<file path="src/rtl/mem_access_unit_pkg.sv">
`default_nettype none
// ============================================================================
// Module      : mem_access_unit_pkg
// Description : Shared constants for the load/store/fetch bus interface.
//               Holds the funct3 size codes, the fault-cause codes and the
//               access FSM state encodings, plus a funct3 legality helper.
// Revision    : 1.0  initial release
// ============================================================================
package mem_access_unit_pkg;

    // funct3 access-size codes (fetch reuses F3_W)
    localparam logic [2:0] F3_B  = 3'b000;
    localparam logic [2:0] F3_H  = 3'b001;
    localparam logic [2:0] F3_W  = 3'b010;
    localparam logic [2:0] F3_BU = 3'b100;
    localparam logic [2:0] F3_HU = 3'b101;

    // fault_cause codes
    localparam logic [1:0] CAUSE_NONE     = 2'b00;
    localparam logic [1:0] CAUSE_MISALIGN = 2'b01;
    localparam logic [1:0] CAUSE_ILLEGAL  = 2'b10;
    localparam logic [1:0] CAUSE_TIMEOUT  = 2'b11;

    // access FSM states
    localparam logic [1:0] ST_IDLE   = 2'b00;
    localparam logic [1:0] ST_ACCESS = 2'b01;
    localparam logic [1:0] ST_DONE   = 2'b10;
    localparam logic [1:0] ST_ERR    = 2'b11;

    // Stores only have B/H/W; loads additionally have the unsigned forms.
    function automatic logic f3_legal(input logic we, input logic [2:0] f3);
        logic w_ok;
        w_ok = (f3 == F3_B) || (f3 == F3_H) || (f3 == F3_W);
        if (!we) begin
            w_ok = w_ok || (f3 == F3_BU) || (f3 == F3_HU);
        end
        return w_ok;
    endfunction

endpackage
`default_nettype wire

</file>
<file path="src/rtl/mem_access_unit_lsu_align.sv">
`default_nettype none
// ============================================================================
// Module      : lsu_align
// Description : Purely combinational byte-lane logic for the memory access
//               unit. Request side: store strobe/data steering and legality
//               / misalignment flags. Response side: byte/half extraction and
//               sign/zero extension of the returned word.
// Ports       : i_we, i_addr_lo, i_funct3, i_wdata  - incoming request
//               o_wstrb, o_wdata                    - steered store lanes
//               o_illegal, o_misaligned             - request checks
//               i_ld_addr_lo, i_ld_funct3, i_rdata  - latched load + bus word
//               o_ld_data                           - extended load result
// Revision    : 1.0  initial release
// ============================================================================
module lsu_align
    import mem_access_unit_pkg::*;
(
    input  logic        i_we,
    input  logic [1:0]  i_addr_lo,
    input  logic [2:0]  i_funct3,
    input  logic [31:0] i_wdata,
    output logic [3:0]  o_wstrb,
    output logic [31:0] o_wdata,
    output logic        o_illegal,
    output logic        o_misaligned,
    input  logic [1:0]  i_ld_addr_lo,
    input  logic [2:0]  i_ld_funct3,
    input  logic [31:0] i_rdata,
    output logic [31:0] o_ld_data
);

    logic [7:0]  w_byte;
    logic [15:0] w_half;

    // Request checks. funct3[1:0] gives the size for both signed and
    // unsigned forms, so misalignment only needs the low two bits.
    always_comb begin
        o_illegal    = !f3_legal(i_we, i_funct3);
        o_misaligned = 1'b0;
        if (i_funct3[1:0] == 2'b01) begin
            o_misaligned = i_addr_lo[0];
        end else if (i_funct3[1:0] == 2'b10) begin
            o_misaligned = (i_addr_lo != 2'b00);
        end
    end

    // Store steering: replicate the datum across the word so every lane
    // holds it, then let the strobes pick the live lane(s).
    always_comb begin
        o_wstrb = 4'b0000;
        o_wdata = i_wdata;
        case (i_funct3[1:0])
            2'b00: begin
                o_wstrb = 4'b0001 << i_addr_lo;
                o_wdata = {4{i_wdata[7:0]}};
            end
            2'b01: begin
                o_wstrb = i_addr_lo[1] ? 4'b1100 : 4'b0011;
                o_wdata = {2{i_wdata[15:0]}};
            end
            default: begin
                o_wstrb = 4'b1111;
                o_wdata = i_wdata;
            end
        endcase
        if (!i_we) begin
            o_wstrb = 4'b0000;
        end
    end

    // Load extraction from the latched offset.
    always_comb begin
        case (i_ld_addr_lo)
            2'b00:   w_byte = i_rdata[7:0];
            2'b01:   w_byte = i_rdata[15:8];
            2'b10:   w_byte = i_rdata[23:16];
            default: w_byte = i_rdata[31:24];
        endcase
        w_half = i_ld_addr_lo[1] ? i_rdata[31:16] : i_rdata[15:0];
        case (i_ld_funct3)
            F3_B:    o_ld_data = {{24{w_byte[7]}}, w_byte};
            F3_BU:   o_ld_data = {24'd0, w_byte};
            F3_H:    o_ld_data = {{16{w_half[15]}}, w_half};
            F3_HU:   o_ld_data = {16'd0, w_half};
            default: o_ld_data = i_rdata;
        endcase
    end

endmodule
`default_nettype wire

</file>
<file path="src/rtl/mem_access_unit.sv">
`default_nettype none
// ============================================================================
// Module      : mem_access_unit
// Description : Load/store/fetch bus interface for the multicycle RV32I core.
//               Accepts a held request from the control FSM, checks it,
//               issues one word-aligned bus access with a ready/valid
//               wait-state handshake, formats load data and stalls the FSM
//               until the access completes or faults.
// Ports       : clk, rst (async, active low)
//               req_*        - request from control FSM
//               stall        - hold FSM state
//               rdata        - formatted load/fetch data (held)
//               fault        - one-cycle fault pulse, fault_cause held
//               mem_*        - external memory port
// Revision    : 1.0  initial release
// ============================================================================
module mem_access_unit
    import mem_access_unit_pkg::*;
#(
    parameter int ADDR_W  = 32,
    parameter int TIMEOUT = 16
) (
    input  logic              clk,
    input  logic              rst,
    input  logic              req_valid,
    input  logic              req_we,
    input  logic [ADDR_W-1:0] req_addr,
    input  logic [2:0]        req_funct3,
    input  logic [31:0]       req_wdata,
    output logic              stall,
    output logic [31:0]       rdata,
    output logic              fault,
    output logic [1:0]        fault_cause,
    output logic              mem_valid,
    output logic              mem_we,
    output logic [ADDR_W-1:0] mem_addr,
    output logic [31:0]       mem_wdata,
    output logic [3:0]        mem_wstrb,
    input  logic              mem_ready,
    input  logic [31:0]       mem_rdata
);

    localparam int               CNT_W    = $clog2(TIMEOUT);
    localparam logic [CNT_W-1:0] CNT_LAST = CNT_W'(TIMEOUT - 1);

    logic [1:0]        r_state;
    logic [ADDR_W-1:0] r_addr;
    logic              r_we;
    logic [2:0]        r_funct3;
    logic [31:0]       r_wdata;
    logic [3:0]        r_wstrb;
    logic [CNT_W-1:0]  r_cnt;
    logic [31:0]       r_rdata;
    logic [1:0]        r_cause;

    logic [3:0]        w_wstrb;
    logic [31:0]       w_wdata;
    logic              w_illegal;
    logic              w_misaligned;
    logic [31:0]       w_ld_data;
    logic              w_access;

    lsu_align u_align (
        .i_we         (req_we),
        .i_addr_lo    (req_addr[1:0]),
        .i_funct3     (req_funct3),
        .i_wdata      (req_wdata),
        .o_wstrb      (w_wstrb),
        .o_wdata      (w_wdata),
        .o_illegal    (w_illegal),
        .o_misaligned (w_misaligned),
        .i_ld_addr_lo (r_addr[1:0]),
        .i_ld_funct3  (r_funct3),
        .i_rdata      (mem_rdata),
        .o_ld_data    (w_ld_data)
    );

    always_ff @(posedge clk or negedge rst) begin
        if (!rst) begin
            r_state  <= ST_IDLE;
            r_addr   <= '0;
            r_we     <= 1'b0;
            r_funct3 <= 3'b000;
            r_wdata  <= 32'd0;
            r_wstrb  <= 4'b0000;
            r_cnt    <= '0;
            r_rdata  <= 32'd0;
            r_cause  <= CAUSE_NONE;
        end else begin
            case (r_state)
                ST_IDLE: begin
                    if (req_valid) begin
                        // Illegal size takes priority: misalignment is only
                        // meaningful for a known access size.
                        if (w_illegal) begin
                            r_cause <= CAUSE_ILLEGAL;
                            r_state <= ST_ERR;
                        end else if (w_misaligned) begin
                            r_cause <= CAUSE_MISALIGN;
                            r_state <= ST_ERR;
                        end else begin
                            r_addr   <= req_addr;
                            r_we     <= req_we;
                            r_funct3 <= req_funct3;
                            r_wdata  <= w_wdata;
                            r_wstrb  <= w_wstrb;
                            r_cnt    <= '0;
                            r_state  <= ST_ACCESS;
                        end
                    end
                end
                ST_ACCESS: begin
                    if (mem_ready) begin
                        if (!r_we) begin
                            r_rdata <= w_ld_data;
                        end
                        r_state <= ST_DONE;
                    end else if (r_cnt == CNT_LAST) begin
                        r_cause <= CAUSE_TIMEOUT;
                        r_state <= ST_ERR;
                    end else begin
                        r_cnt <= r_cnt + 1'b1;
                    end
                end
                ST_DONE: r_state <= ST_IDLE;
                ST_ERR:  r_state <= ST_IDLE;
                default: r_state <= ST_IDLE;
            endcase
        end
    end

    assign w_access    = (r_state == ST_ACCESS);

    // rst gates the IDLE term so stall reads 0 while reset is asserted even
    // if the FSM is still presenting a request.
    assign stall       = rst && (((r_state == ST_IDLE) && req_valid) || w_access);
    assign fault       = (r_state == ST_ERR);
    assign fault_cause = r_cause;
    assign rdata       = r_rdata;
    assign mem_valid   = w_access;
    assign mem_we      = r_we && w_access;
    assign mem_addr    = {r_addr[ADDR_W-1:2], 2'b00};
    assign mem_wdata   = r_wdata;
    assign mem_wstrb   = w_access ? r_wstrb : 4'b0000;

endmodule
`default_nettype wire

</file>
<file path="config.mk">
export PLATFORM = sky130hd
export DESIGN_NAME = mem_access_unit
export DESIGN_NICKNAME = d
export VERILOG_FILES = /design/src/rtl/mem_access_unit_pkg.sv /design/src/rtl/mem_access_unit_lsu_align.sv /design/src/rtl/mem_access_unit.sv
export SDC_FILE = /design/constraint.sdc
export NUM_CORES = 1
export LEC_CHECK = 0
export CORE_MARGIN = 8
export CORE_UTILIZATION = 48
export CTS_BUF_LIST = sky130_fd_sc_hd__clkbuf_16
export DETAILED_ROUTE_END_ITERATION = 10
export PLACE_DENSITY = 0.82
export SLEW_MARGIN = 20
export SYNTH_ARGS = -nofsm -noshare
export SYNTH_HDL_FRONTEND = slang
export SYNTH_SLANG_ARGS = --single-unit
</file>
<file path="constraint.sdc">
create_clock -name clk -period 3.3 [get_ports clk]
set_input_delay 0.66 -clock clk [delete_from_list [all_inputs] [get_ports clk]]
set_output_delay 0.66 -clock clk [all_outputs]
set_load 0.05 [all_outputs]
</file>
==> flow_summary_export.csv, run 1 <==
group,metric,value,unit
layout,drive_above_1_share,11.93,%
layout,final_cell_mix,"clkdlybuf4s50_1 (205), dfrtp_1 (112), nand2_1 (64)",
clock_tree,root_buffer,"clkbuf_16",
global_routing,grt_pass1_wl,24.81,mm
yosys,synth.avg_cell_area,10.37,um^2
setup_path,cp_cell_sequence,"nor2b_1 -> and2_1 -> clkdlybuf4s50_1",
timing,final.min_clock_period,3.085,ns
placement,gp_congestion,0.8712,
clock_tree,ctsLongestPathBuffers,2,
yosys,synth_top_area_share,50.91,%
floorplanning,die_h,123.1,um
setup_path,crit_family,"buffers and inverters",
timing,maxSlewHeadroom,42.55,%
routing,drtAntennaViolNets,0,
placement,dp_hpwl,12.07,mm
setup_path,worstPathMaxFanout,11,
timing,tns,0,ns
yosys,synth_top_area_cell,"dfrtp_1",
layout,nets,796,
setup_path,slowest_delay,0.81,ns
floorplanning,die_area,15150,um^2
pwr,internal-power,4.314,mW
global_routing,antenna_found_initial,0,
pwr,p_leak,3.341,nW
timing,finalClockSkew,0.006213,ns
timing,maxSlewViolCount,0,
yosys,async_flop_share,100.0,%
clock_tree,cts_resized,0,
floorplanning,ios,210,
pwr,switchingPower,4.199,mW
yosys,syn_area,5505,um^2
yosys,synth-warning-count,0,
timing,finalCritPeriodShare,93.48,%
setup_path,crit_required,2.64,ns
timing,final-hold-violation-count,0,
yosys,ys_top_cells_by_area,"dfrtp_1 (51%), mux2_2 (8.6%), mux2i_1 (4.9%), buf_4 (4.4%), nand2_1 (4.4%)",
pwr,power.density,1102,nW/um^2
clock_tree,cts_tree,"yes",
yosys,yosys_most_used_dff,"dfrtp_1",
clock_tree,clock_latency,0.35,ns
pwr,p_comb_share,58.8,%
yosys,ys_types,40,
floorplanning,design.core.area,11320,um^2
layout,num_antenna_cells,0,
routing,drt_iter0_drc,404,
routing,via_per_inst,5.410,
setup_path,worst-setup-path-type,"reg2out",
setup_path,critPathSlowestCell,"clkdlybuf4s50_1",
yosys,syn-instance-count,531,
clock_tree,clk_pin_slew,0.07,ns
layout,area_delta_synth_final,40.27,%
clock_tree,cts_buffers,9,
clock_tree,h-tree-depth,3,
clock_tree,post_cts_buffers,0,
timing,fmax,324.2,MHz
yosys,synth_edf_count,0,
job,maxCapViolations,0,
routing,vias,4539,
routing,drt-total-wl,15.97,mm
layout,final_util,68.21,%
global_routing,grt_pass1_vias,4779,
floorplanning,start_util,48.63,%
clock_tree,clock-sinks,112,
setup_path,end_kind,"output pin",
layout,final_common_cell,"clkdlybuf4s50_1",
timing,grt_setup_unrepaired,"false",
global_routing,grt_usage,20.99,%
routing,detail_route.first_pass.iterations,4,
pwr,vdd_ir_drop_max,0.7841,mV
yosys,ys_seq_elements,112,
global_routing,overflow,0,
routing,drc,0,
timing,worstMarginPinSlew,0.8585,ns
setup_path,critPathLaunchType,"flop",
timing,setup_violations,0,
floorplanning,die_x,123.1,um
outcome,status,"finished, final reports clean",
setup_path,cp.arrival,2.42,ns
global_routing,grt_max_degree,96,
yosys,ys_seq_area_share,50.91,%
worst_hold_path,hp-class,"in2async",
pwr,clkPwrFrac,11.8,%
clock_tree,cts_hold_buffers,0,
placement,io_buffers,207,
setup_path,critical_path_buf_inv_count,1,
routing,wl_per_cell,19.03,um
pwr,seqPwrFrac,29.5,%
pwr,swShare,49.32,%
floorplanning,rows,39,
-- registers in the layout, indices dropped and copies added (netlist names) --
register	flops
fault_cause	2
r_state	2
r_we	1
r_wstrb	4
r_funct3	3
r_addr	32
r_cnt	4
rdata	32
mem_wdata	32
-- routing by layer --
layer | routed length [um] | share of wire [%] | track usage (%)
met2 | 7308 | 46 | 33.10
met3 | 2203 | 14 | 10.82
met5 | 0 | 0 | 0
met4 | 313 | 2.0 | 6.998
met1 | 6142 | 38 | 24.33
-- path summary, 6_finish.rpt --
path	end	cells past startpoint	startpoint	slack, ns
max	mem_wstrb[1]	3	r_state[0]	0.22
min	rdata[1]	2	rst	0.47
max reg2reg	rdata[8]	4	r_addr[1]	1.27
min reg2reg	mem_wdata[24]	2	mem_wdata[24]	0.49
max in group asynchronous	mem_wdata[22]	2	rst	2.35
min in group clk	mem_wdata[24]	2	mem_wdata[24]	0.49
-- cell type report --
class                           count  area (um^2)
Tap cell                          143        178.9
Inverter                            5        18.77
Sequential cell                   112         2803
Multi-Input combinational cell    346         2288
Clock inverter                      7        41.29
Clock buffer                        9        225.2
Fill cell                         875         3598
Timing Repair Buffer              217         2167
-- power by group through the flow --
| stage | logic (mW) | registers, mW | clock network (mW) |
|---|---|---|---|
| after floorplan | 2.29 | 3.73 | 0 |
| after global placement | 4.95 | 2.49 | 0 |
| after detailed placement | 5.03 | 2.52 | 0 |
| after CTS | 5.04 | 2.51 | 1.03 |
| after global routing | 5.25 | 2.60 | 1.08 |
| final | 5.00 | 2.51 | 1.00 |
-- Yosys cell counts (2+ instances only) --
cell type and n:
nor2_1 28, nand3_1 42, nor2b_1 3, and2_1 6, mux2_4 10, mux2_2 42
buf_6 2, mux2i_1 27, nor4_1 2, dfrtp_1 112, nand3b_1 8, a21oi_1 35
a21o_1 8, nand2_1 64, nor3b_1 2, nor3_1 4, buf_4 32, inv_1 5
o21ai_0 42, buf_2 11, clkbuf_1 23, nand2b_1 5
-- per-stage QoR --
| step | power (mW) | instances | setup WS, ns | hold WS [ns] | cell area [um^2] |
|---|---|---|---|---|---|
| floorplan | 6.012 | 532 | 0.7949 | 0.3644 | 5509 |
| global placement | 7.440 | 822 | 0.6289 | 0.4636 | 7448 |
| detailed placement | 7.557 | 823 | 0.6015 | 0.4826 | 7456 |
| CTS | 8.584 | 839 | 0.1993 | 0.4887 | 7722 |
| global route | 8.933 | 839 | 0.06451 | 0.5195 | 7722 |
| finish | 8.513 | 839 | 0.2152 | 0.4697 | 7722 |
-- logic make-up after synthesis --
kind of cell | after synthesis | synth area share [%]
other cells | 1 | 0.06812
mux | 80 | 16.64
buf+inv | 74 | 7.750
simple gates | 168 | 14.57
flops | 112 | 50.91
fa+ha+maj | 1 | 0.2272
compound gates | 95 | 9.841
Note: power is estimated with default switching activity, not from simulation.
==> run 2, diff against run 1 <==
GPL_TIMING_DRIVEN = 0   (was default)
==> run 2 against run 1 <==
Against the previous run:
- first-iteration DRC count down 8.4%
- sequential share of layout area down 1.5 points
- combinational power rose by 8.0%
- routed wire length up 8.7%
- fmax fell by 1.6%
- largest power group unchanged
==> flow_summary_export.csv, run 2 (synthesis gave the netlist of run 1 again) <==
group,metric,value,unit
pwr,power.density,1107,nW/um^2
layout,seq_area,2803,um^2
routing,drc,0,
floorplanning,start_util,48.63,%
clock_tree,post_cts_buffers,0,
routing,drt_iter0_drc,370,
setup_path,slowest_delay,0.85,ns
clock_tree,clk_pin_slew,0.07,ns
layout,drive_above_1_share,15.80,%
pwr,total_power,8.920,mW
placement,io_buffers,205,
pwr,vdd_ir_drop_max,0.8977,mV
timing,final.min_clock_period,3.136,ns
routing,wl_per_cell,19.38,um
worst_hold_path,hp-class,"in2async",
layout,final_util,71.16,%
setup_path,worstPathMaxFanout,10,
floorplanning,ios,210,
timing,grt_setup_unrepaired,"false",
pwr,p_leak,3.525,nW
global_routing,antenna_found_initial,0,
floorplanning,die_area,15150,um^2
global_routing,grt_max_degree,70,
layout,fillers,844,
routing,drt-total-wl,17.36,mm
floorplanning,design.core.area,11320,um^2
layout,multi_input_area,2280,um^2
floorplanning,die_x,123.1,um
routing,drtAntennaViolNets,0,
layout,final_cell_mix,"clkdlybuf4s50_1 (204), dfrtp_1 (112), nand2_1 (64)",
clock_tree,clock_latency,0.35,ns
placement,gp_congestion,0.8594,
floorplanning,rows,39,
clock_tree,cts_tree,"yes",
clock_tree,clock-sinks,112,
layout,final_common_cell,"clkdlybuf4s50_1",
routing,via_per_inst,5.276,
timing,finalClockSkew,0.004696,ns
timing,final-hold-violation-count,0,
placement,dp_hpwl,13.46,mm
clock_tree,cts_hold_buffers,0,
setup_path,cp.arrival,2.48,ns
setup_path,crit_family,"buffers and inverters",
layout,area_delta_synth_final,46.34,%
clock_tree,h-tree-depth,3,
timing,maxSlewViolCount,0,
setup_path,critPathLaunchType,"flop",
job,maxCapViolations,0,
layout,num_antenna_cells,0,
timing,setup_violations,0,
global_routing,grt_usage,23.19,%
clock_tree,cts_resized,0,
outcome,status,"finished, final reports clean",
setup_path,worst-setup-path-type,"reg2out",
global_routing,overflow,0,
global_routing,grt_pass1_vias,5144,
layout,nets,854,
setup_path,critPathSlowestCell,"clkdlybuf4s50_1",
routing,detail_route.first_pass.iterations,4,
timing,worstMarginPinSlew,0.9119,ns
setup_path,critical_path_buf_inv_count,3,
floorplanning,die_h,123.1,um
timing,finalCritPeriodShare,95.04,%
timing,fmax,318.8,MHz
timing,maxSlewHeadroom,38.98,%
setup_path,end_kind,"output pin",
clock_tree,root_buffer,"clkbuf_16",
setup_path,crit_required,2.64,ns
global_routing,grt_pass1_wl,27.05,mm
setup_path,cp_cell_sequence,"clkbuf_1 -> nor2b_1 -> clkbuf_1 -> and2_1 -> clkdlybuf4s50_1",
clock_tree,cts_buffers,9,
clock_tree,ctsLongestPathBuffers,2,
setup_path,cp_common_cell,"clkbuf_1",
routing,vias,4727,
[run 2: cell types whose count changed in the layout (fill, tap and decap cells not counted), sizes merged]
cell | previous run | this run
clkinvlp | 1 | 2
clkdlybuf4s50 | 205 | 204
buf | 12 | 48
inv | 7 | 6
clkbuf | 9 | 32
bufinv | 0 | 1
clkinv | 4 | 2
[run 2: cell type report]
cell class,instances,share of cell area [%]
clock inverters,6,0.7765
clock buffers,9,2.795
well taps,143,2.221
plain buffers,69,5.063
inverters,5,0.2330
flip-flops and latches,112,34.79
repair buffers,206,25.83
multi-input cells,346,28.30
[run 2: power breakdown]
group | internal (mW) | leakage (nW) | switching (mW)
Sequential | 2.04 | 1.36 | 0.390
Combinational | 2.00 | 2.02 | 3.40
Clock | 0.582 | 0.139 | 0.502
Total | 4.63 | 3.53 | 4.29
[run 2: layer usage]
metal  part of all wire, %  track usage (%)
met1                    36            25.07
met2                    48            37.95
met3                    13            11.60
met4                   2.2            9.932
met5                     0                0
[run 2: path summary, 6_finish.rpt]
path / to / slack (ns) / depth (start not counted) / startpoint
setup / recovery: mem_wstrb[1] / 0.16 / 5 / r_state[0]
hold / removal: r_addr[10] / 0.23 / 1 / rst
setup reg to reg: rdata[18] / 1.26 / 5 / r_addr[1]
hold reg to reg: r_wstrb[2] / 0.48 / 2 / r_wstrb[2]
max in group asynchronous: r_addr[1] / 2.39 / 2 / rst
min in group clk: r_wstrb[2] / 0.48 / 2 / r_wstrb[2]
[run 2: metrics by stage]
stage	hold slack (ns)	cell area (um^2)	setup slack, ns	std cells	setup TNS, ns
5_1_grt	0.2589	8056	0.02034	896	0
2_1_floorplan	0.3644	5509	0.7949	532	0
3_3_place_gp	0.4599	7740	-3.406	880	-302.58
3_5_place_dp	0.4741	7769	0.2651	881	0
4_1_cts	0.2371	8056	0.1588	896	0
6_report	0.2259	8056	0.1636	896	0
==> run 3, diff against run 2 <==
CORE_MARGIN = 3   (was 8)
GPL_TIMING_DRIVEN = default   (was 0)
==> run 3 against run 2 <==
Against the previous run:
- fmax increased by 1.4%
- setup slack improved by 0.042 ns
- combinational power decreased by 9.6%
- routed wire length decreased by 13%
- via count decreased by 3.3%
- die area decreased by 16%
- critical path type unchanged
- highest routed layer unchanged
==> flow_summary_export.csv, run 3 (synthesis gave the netlist of run 1 again) <==
group,metric,value,unit
timing,maxSlewHeadroom,38.69,%
clock_tree,clk_pin_slew,0.07,ns
layout,final_cell_mix,"clkdlybuf4s50_1 (205), dfrtp_1 (111), nand2_1 (64)",
placement,gp_congestion,0.8215,
floorplanning,die_h,113.1,um
clock_tree,clock-sinks,112,
global_routing,grt_pass1_vias,4750,
routing,via_per_inst,5.482,
clock_tree,post_cts_buffers,0,
layout,num_antenna_cells,0,
timing,worstMarginPinSlew,0.9163,ns
setup_path,worst-setup-path-type,"reg2out",
setup_path,cp.arrival,2.43,ns
placement,io_buffers,207,
outcome,status,"finished, final reports clean",
floorplanning,rows,38,
layout,nets,794,
routing,drt-total-wl,15.16,mm
routing,drc,0,
clock_tree,root_buffer,"clkbuf_16",
timing,finalClockSkew,0.007132,ns
routing,detail_route.first_pass.iterations,5,
pwr,internal-power,4.530,mW
setup_path,critPathLaunchType,"flop",
routing,wl_per_cell,18.18,um
timing,grt_setup_unrepaired,"false",
placement,dp_slack,0.6049,ns
job,maxCapViolations,0,
pwr,clkPwrFrac,14.3,%
clock_tree,ctsLongestPathBuffers,2,
pwr,power.density,1120,nW/um^2
clock_tree,h-tree-depth,3,
timing,setup_violations,0,
global_routing,grt_max_degree,76,
clock_tree,clock_latency,0.35,ns
pwr,swShare,47.95,%
global_routing,overflow,0,
routing,drt_iter0_drc,372,
worst_hold_path,hp-class,"in2async",
floorplanning,start_util,49.91,%
timing,finalCritPeriodShare,93.77,%
layout,drive_above_1_share,11.96,%
floorplanning,die_area,12790,um^2
layout,final_common_cell,"clkdlybuf4s50_1",
layout,fillers,829,
timing,final.min_clock_period,3.094,ns
clock_tree,cts_hold_buffers,0,
timing,tns,0,ns
clock_tree,cts_tree,"yes",
layout,area_delta_synth_final,41.20,%
global_routing,grt_pass1_wl,24.43,mm
clock_tree,cts_buffers,9,
pwr,p_comb_share,56.1,%
pwr,seqPwrFrac,29.7,%
floorplanning,design.core.area,11030,um^2
routing,drtAntennaViolNets,0,
setup_path,crit_required,2.64,ns
clock_tree,cts_resized,0,
timing,setup_ws,0.2057,ns
floorplanning,ios,210,
setup_path,worstPathMaxFanout,11,
timing,maxSlewViolCount,0,
placement,dp_hpwl,11.09,mm
setup_path,end_kind,"output pin",
pwr,vdd_ir_drop_max,0.8172,mV
floorplanning,die_x,113.1,um
global_routing,antenna_found_initial,0,
routing,vias,4572,
timing,final-hold-violation-count,0,
pwr,p_leak,3.355,nW
global_routing,grt_usage,23.97,%
timing,fmax,323.2,MHz
pwr,switchingPower,4.174,mW
==> run 3: changes by cell type in the layout (fill, tap and decap cells not counted), moves of 2 or more <==
cell / change
buf_6: -3
clkbuf_1: -23
buf_4: -24
buf_2: -11
bufinv_16: +2
clkinv_1: +2
buf_12: +2
==> run 3: layout make-up <==
| class | instances | area (um^2) | area share [%] |
|---|---|---|---|
| clock buffer | 9 | 225.2 | 2.897 |
| clock inverter | 7 | 110.1 | 1.416 |
| timing repair buffer | 215 | 2152 | 27.68 |
| tap | 140 | 175.2 | 2.253 |
| inverter | 5 | 18.77 | 0.2414 |
| multi-input combinational | 346 | 2288 | 29.44 |
| sequential | 112 | 2804 | 36.07 |
==> run 3: through the flow <==
stage | util, % | hold slack, ns | instance area, um^2 | power [mW] | std cells
finish | 70.47 | 0.4657 | 7774 | 8.703 | 834
global route | 70.47 | 0.5172 | 7774 | 9.116 | 834
CTS | 70.46 | 0.4858 | 7772 | 8.750 | 834
detailed placement | 67.42 | 0.4699 | 7437 | 7.481 | 818
global placement | 67.42 | 0.4597 | 7437 | 7.366 | 818
floorplan | - | 0.3644 | 5509 | 6.012 | 532
==> run 3: path summary, 6_finish.rpt <==
path / from / endpoint / slack [ns] / cells past startpoint
worst max-delay path: r_state[0] / mem_wstrb[2] / 0.21 / 3
worst min-delay path: rst / r_addr[11] / 0.47 / 2
worst max register to register: r_addr[1] / rdata[9] / 1.02 / 3
worst min register to register: mem_wdata[17] / mem_wdata[17] / 0.48 / 2
max in group asynchronous: rst / r_addr[3] / 2.32 / 2
min in group clk: mem_wdata[17] / mem_wdata[17] / 0.48 / 2
==> run 3: worst max-delay path: stages, from the launching register on <==
cell and delay, ns:
dfrtp_1 0.49, nor2b_1 0.56, and2_1 0.23, clkdlybuf4s50_1 0.81
==> run 3: per-layer routing <==
| layer | up-vias | part of all wire [%] | global-route usage (%) |
|---|---|---|---|
| li1 | 2121 | - | - |
| met1 | 2220 | 40 | 29.67 |
| met2 | 213 | 48 | 38.90 |
| met3 | 18 | 11 | 8.930 |
| met4 | 0 | 1.7 | 8.093 |
| met5 | - | 0 | 0 |
==> run 3: power by group through the flow <==
stage	sequential [mW]	combinational (mW)	clock (mW)
3_5_place_dp	2.59	4.89	0
6_report	2.58	4.88	1.24
5_1_grt	2.68	5.12	1.31
3_3_place_gp	2.55	4.82	0
2_1_floorplan	3.73	2.29	0
4_1_cts	2.58	4.91	1.26
